**src/rtl/regfile_sb.sv**
```systemverilog
// MIPS register file: combinational read ports with optional write-back bypass,
// per-register pending-write scoreboard, and HI/LO with a mult/div busy bit.
module regfile_sb #(
   parameter int DATA_W = 32,
   parameter int ADDR_W = 5,
   parameter int NUM_RD = 2,
   parameter int NUM_WR = 2,
   parameter int BYPASS = 1,
   parameter int CNT_W  = 2
) (
   input  logic                     clk,
   input  logic                     rst,
   input  logic [NUM_RD*ADDR_W-1:0] rd_addr,
   output logic [NUM_RD*DATA_W-1:0] rd_data,
   output logic [NUM_RD-1:0]        rd_busy,
   input  logic [NUM_WR-1:0]        wr_en,
   input  logic [NUM_WR*ADDR_W-1:0] wr_addr,
   input  logic [NUM_WR*DATA_W-1:0] wr_data,
   input  logic                     issue_valid,
   input  logic [ADDR_W-1:0]        issue_addr,
   output logic                     issue_ready,
   input  logic                     hilo_issue,
   output logic                     hilo_ready,
   input  logic                     hi_we,
   input  logic                     lo_we,
   input  logic [DATA_W-1:0]        hi_in,
   input  logic [DATA_W-1:0]        lo_in,
   output logic [DATA_W-1:0]        hi_out,
   output logic [DATA_W-1:0]        lo_out,
   output logic                     hilo_busy
);
   localparam int DEPTH = 1 << ADDR_W;
   localparam logic [CNT_W-1:0] CNT_MAX = {CNT_W{1'b1}};

   logic [DEPTH-1:0][DATA_W-1:0]  regs_q, regs_d;
   logic [DEPTH-1:0][CNT_W-1:0]   cnt_q, cnt_d;
   logic [DATA_W-1:0]             hi_q, hi_d, lo_q, lo_d;
   logic                          hilo_busy_q, hilo_busy_d;

   logic [NUM_WR-1:0][ADDR_W-1:0] wa;
   logic [NUM_WR-1:0][DATA_W-1:0] wd;
   logic [NUM_RD-1:0][ADDR_W-1:0] ra;
   logic [NUM_RD-1:0][DATA_W-1:0] rdat;
   logic [NUM_RD-1:0]             rbusy;

   logic issue_wb_hit;
   logic issue_acc;
   logic hilo_done;
   logic hilo_acc;
   int   cnt_tmp;
   int   rd_match;

   assign wa      = wr_addr;
   assign wd      = wr_data;
   assign ra      = rd_addr;
   assign rd_data = rdat;
   assign rd_busy = rbusy;

   // A write-back landing this cycle frees a slot, so a saturated register can still accept.
   always_comb begin
      issue_wb_hit = 1'b0;
      for (int w = 0; w < NUM_WR; w++)
         if (wr_en[w] && wa[w] == issue_addr) issue_wb_hit = 1'b1;
   end

   assign issue_ready = (issue_addr == '0) || (cnt_q[issue_addr] != CNT_MAX) || issue_wb_hit;
   assign issue_acc   = issue_valid && issue_ready && (issue_addr != '0);

   // Register 0 is skipped: it keeps its reset value and never counts.
   always_comb begin
      regs_d  = regs_q;
      cnt_d   = cnt_q;
      cnt_tmp = 0;
      for (int r = 1; r < DEPTH; r++) begin
         cnt_tmp = int'(cnt_q[r]);
         if (issue_acc && issue_addr == ADDR_W'(r)) cnt_tmp = cnt_tmp + 1;
         for (int w = 0; w < NUM_WR; w++)
            if (wr_en[w] && wa[w] == ADDR_W'(r)) begin
               regs_d[r] = wd[w];
               cnt_tmp   = cnt_tmp - 1;
            end
         cnt_d[r] = (cnt_tmp < 0) ? '0 : CNT_W'(cnt_tmp);
      end
   end

   always_comb begin
      rdat     = '0;
      rbusy    = '0;
      rd_match = 0;
      for (int p = 0; p < NUM_RD; p++) begin
         rd_match = 0;
         rdat[p]  = regs_q[ra[p]];
         if (BYPASS != 0)
            for (int w = 0; w < NUM_WR; w++)
               if (wr_en[w] && wa[w] == ra[p]) begin
                  rdat[p]  = wd[w];
                  rd_match = rd_match + 1;
               end
         if (ra[p] == '0) rdat[p] = '0;
         rbusy[p] = (ra[p] != '0) && (int'(cnt_q[ra[p]]) > rd_match);
      end
   end

   // Completion and a new issue in the same cycle hand the busy bit straight over.
   assign hilo_done   = hi_we && lo_we;
   assign hilo_ready  = !hilo_busy_q || hilo_done;
   assign hilo_acc    = hilo_issue && hilo_ready;
   assign hilo_busy_d = hilo_acc || (hilo_busy_q && !hilo_done);
   assign hi_d        = hi_we ? hi_in : hi_q;
   assign lo_d        = lo_we ? lo_in : lo_q;

   assign hi_out    = hi_q;
   assign lo_out    = lo_q;
   assign hilo_busy = hilo_busy_q;

   always_ff @(posedge clk or posedge rst) begin
      if (rst) begin
         regs_q      <= '0;
         cnt_q       <= '0;
         hi_q        <= '0;
         lo_q        <= '0;
         hilo_busy_q <= 1'b0;
      end else begin
         regs_q      <= regs_d;
         cnt_q       <= cnt_d;
         hi_q        <= hi_d;
         lo_q        <= lo_d;
         hilo_busy_q <= hilo_busy_d;
      end
   end
endmodule

```
**config.mk**
```make
export PLATFORM = sky130hd
export DESIGN_NAME = regfile_sb
export DESIGN_NICKNAME = d
export VERILOG_FILES = /design/src/rtl/regfile_sb.sv
export SDC_FILE = /design/constraint.sdc
export NUM_CORES = 2
export LEC_CHECK = 0
export CORE_UTILIZATION = 30
export CTS_BUF_LIST = sky130_fd_sc_hd__clkbuf_8
export DETAILED_ROUTE_END_ITERATION = 7
export PLACE_DENSITY_LB_ADDON = 0.05
export SLEW_MARGIN = 30
export SYNTH_ARGS = -nofsm -noshare
export SYNTH_HDL_FRONTEND = slang
export SYNTH_SLANG_ARGS = --single-unit
```
**constraint.sdc**
```tcl
create_clock -name clk -period 34.1 [get_ports clk]
set_clock_uncertainty 0.1 [all_clocks]
set_input_delay 5.115 -clock clk [delete_from_list [all_inputs] [get_ports clk]]
set_output_delay 5.115 -clock clk [all_outputs]
set_load 0.01 [all_outputs]
```
==> summary.txt <==
Status
  • Outcome: completed

Place
  • Post-DP HPWL: 218000 um
  • RD Place Congestion: 0.832
  • PortBufs: 293
  • DP Cell Count: 10677

Finish
  • Post-Layout Cell Count: 11105
  • Most frequent cells in the layout: 1493 x nand2_1, 1119 x dfrtp_1, 703 x mux2i_1, 697 x nor2_1, 624 x mux4_2
  • Area Overhead vs Synth: 15.0%
  • Fraction of layout cells with a size suffix above 1: 19.2%
  • Nets: 7837
  • Most common cell after layout, fill and taps aside: nand2_1
  • Fin util: 34.8%

Synthesis
  • Yosys top cell by area: dfrtp_1
  • Adder-cell share of the synthesized area: 1.64%
  • Post-synth cell types: 84
  • Synth Warn #: 0
  • Top post-synthesis cells by area: dfrtp_1 37%, mux4_2 19%, mux2i_1 9.3%, nand2_1 7.6%, o21ai_0 3.9%
  • Cells after synthesis: 7691
  • Share of the synthesized area in the top cell type: 37.1%
  • Simple-Gate Fraction of Synth Area: 13.1%
  • Mux share of post-synthesis cell area: 30.1%
  • Mapped cell area: 0.0755 sq mm
  • Synth Area in Compound Gates: 11.9%
  • EDFF count, synth: 0
  • Syn_nets: 7951
  • Number of synthesized register bits: 1119
  • Largest family of logic cells by synthesized area: multiplexers
  • Seq/Total Area, Yosys: 37.1%
  • Post-synthesis xor/xnor area fraction: 1.51%
  • Syn avg cell area: 9.82 sq um
  • Async set-or-reset flop fraction in the synthesized netlist: 100%
  • Synth Flop Type: dfrtp_1

Worst setup path
  • Kind of critical path: in2out
  • Crit Path Max Fanout: 57
  • CP Data Arrival Time: 11.35 ns
  • Crit-path cells: buf_8, buf_4, buf_4, buf_4, buf_4, mux2_2, a22o_1, mux4_2, mux2i_1, nand2_1, o21ai_0, a211oi_1, clkdlybuf4s50_1
  • Crit path launch type: input port
  • CP max-delay cell: buf_4
  • Endpoint type of the worst setup path: primary output
  • Max incr delay on CP: 0.94 ns
  • Worst EP required: 28.89 ns
  • Critical Path Most Common Cell: buf_4

Clock tree
  • Longest Clk Path Bufs: 3
  • CTS H-tree depth: 4
  • Clock transition at the registers of the reported paths: 0.05 ns
  • CTS buffer count: 227
  • CTS Hold Bufs: 0
  • Postcts setup bufs: 0
  • TritonCTS clock tree: done
  • Clock Tree Root: clkbuf_8
  • Clk_lat worst skew: 1.03 ns
  • Post-CTS Resized: 0
  • CTS sink count: 1119

Floorplanning
  • Die extent in y: 504 um
  • # rows: 183
  • Die Area: 0.254 sq mm
  • Initial core utilization: 30.3%
  • Core Area: 0.249 sq mm
  • Die X: 504 um
  • Ports: 294

Global routing
  • Initial antenna violation count: 17
  • Total GRT Usage: 29.2%
  • Vias in the first global route: 62263
  • Largest net degree at the start of global routing: 135
  • GR Overflow Total: 0
  • First-pass GRT wire length: 520000 um

Power
  • Leakage Power: 35.8 nW
  • Peak supply drop: 0.0394 mV
  • Power per Cell Area: 59.0 mW/mm^2

Hold path
  • Hold WC Path Type: reg2reg

Timing
  • Slew @ Worst Pin: 1.06 ns
  • Final-report max-slew violation count: 0
  • Hold Slack: 0.406 ns
  • F_max: 60.4 MHz
  • Relative slew slack: 29.4%
  • Final period utilization: 48.6%
  • Final setup viols: 0
  • Fin. Hold Viols: 0
  • Setup TNS: 0 ns
  • RSZ-0062 raised after global routing: false
  • Tmin final: 16.56 ns

Drt
  • Starting DRT DRC Count: 6743
  • Wire per inst: 33.5 um
  • Drt first pass iters: 6
  • Routed vias/inst: 5.81
  • Post-route ant nets: 0
  • Total vias in the final route: 64541
  • Total wire length: 372000 um
  • Remaining design rule violation count: 0

Run
  • Max-cap viol count: 0
## stage by stage
step,total power (W),cell area (sq um),worst slack (ns)
final,0.00512,86800,17.54
after global routing,0.00542,86800,17.46
after CTS,0.00515,86700,17.63
after detailed placement,0.00363,82000,17.62
after global placement,0.00360,81600,17.52
after floorplan,0.00310,75500,13.44
## power by group
group / internal (W) / total [W] / leakage, nW / switching, W
clock network: 0.000794 / 0.00149 / 2.76 / 0.000694
logic: 0.000860 / 0.00160 / 19.4 / 0.000743
registers: 0.00168 / 0.00203 / 13.7 / 0.000354
## synthesized netlist by cell type, types with 11 or more instances
cell type / number
o21ai_0: 592
nand2_1: 1530
clkbuf_1: 721
a31oi_1: 432
ha_1: 99
nand3_1: 43
nand4_1: 14
inv_1: 34
mux2i_1: 703
clkbuf_2: 30
a21oi_1: 148
nor2b_1: 27
dfrtp_1: 1119
mux2_2: 144
and2_1: 16
mux4_2: 624
xnor2_1: 60
xor2_1: 55
buf_1: 123
nor3_1: 41
a211oi_1: 88
nor2_1: 735
o31ai_1: 12
nand2b_1: 19
nand3b_1: 11
o211ai_1: 13
a22o_1: 69
## area by class of cell
| class | instances | area, sq um |
|---|---|---|
| clock buffer | 292 | 4020 |
| inverter | 34 | 131 |
| multi-input combinational | 5649 | 44600 |
| fill | 24793 | 163000 |
| sequential | 1119 | 28000 |
| antenna | 11 | 27.5 |
| tap | 3330 | 4170 |
| timing repair buffer | 546 | 5170 |
| clock inverter | 124 | 678 |
## worst max-delay path: cells and delay by family
| family | cells | cell delay, ns |
|---|---|---|
| mux | 3 | 1.14 |
| compound gates | 3 | 0.55 |
| buf+inv | 6 | 4.34 |
| simple gates | 1 | 0.08 |
## final timing paths
path                            startpoint            to  slack, ns  cells past startpoint
worst max-delay path            rd_addr[6]   rd_data[45]      17.54                     13
worst min-delay path            lo_out[14]    lo_out[14]       0.41                      1
worst max register to register   cnt_q[31]     cnt_q[27]      29.59                     14
worst min register to register  lo_out[14]    lo_out[14]       0.41                      1
max in group asynchronous              rst  regs_q[1004]      25.53                      7
min in group asynchronous              rst     cnt_q[27]       4.60                      3
## sequential cells by signal (all words and copies together) (netlist names)
name / flops
regs_q: 992
cnt_q: 62
hilo_busy: 1
lo_out: 32
hi_out: 32
## kinds of logic (layout without fill, tap and decap cells)
| logic type | after synthesis | after routing |
|---|---|---|
| other cells | 0 | 11 |
| simple gates | 2495 | 2495 |
| flops | 1119 | 1119 |
| xor+xnor | 121 | 121 |
| compound gates | 1462 | 1462 |
| fa+ha+maj | 99 | 99 |
| mux | 1472 | 1472 |
| buf+inv | 923 | 996 |
## metal layers
| layer | share of wire (%) | GRT usage (%) | vias up | routed length, um |
|---|---|---|---|---|
| met2 | 46 | 46.9 | 2873 | 173000 |
| met1 | 43 | 39.5 | 33504 | 161000 |
| met3 | 7.0 | 5.20 | 602 | 26100 |
| met4 | 3.4 | 9.33 | 6 | 12700 |
| li1 | - | - | 27556 | - |
| met5 | 0.012 | 0 | - | 44 |
Note: power is estimated with default switching activity, not from simulation.
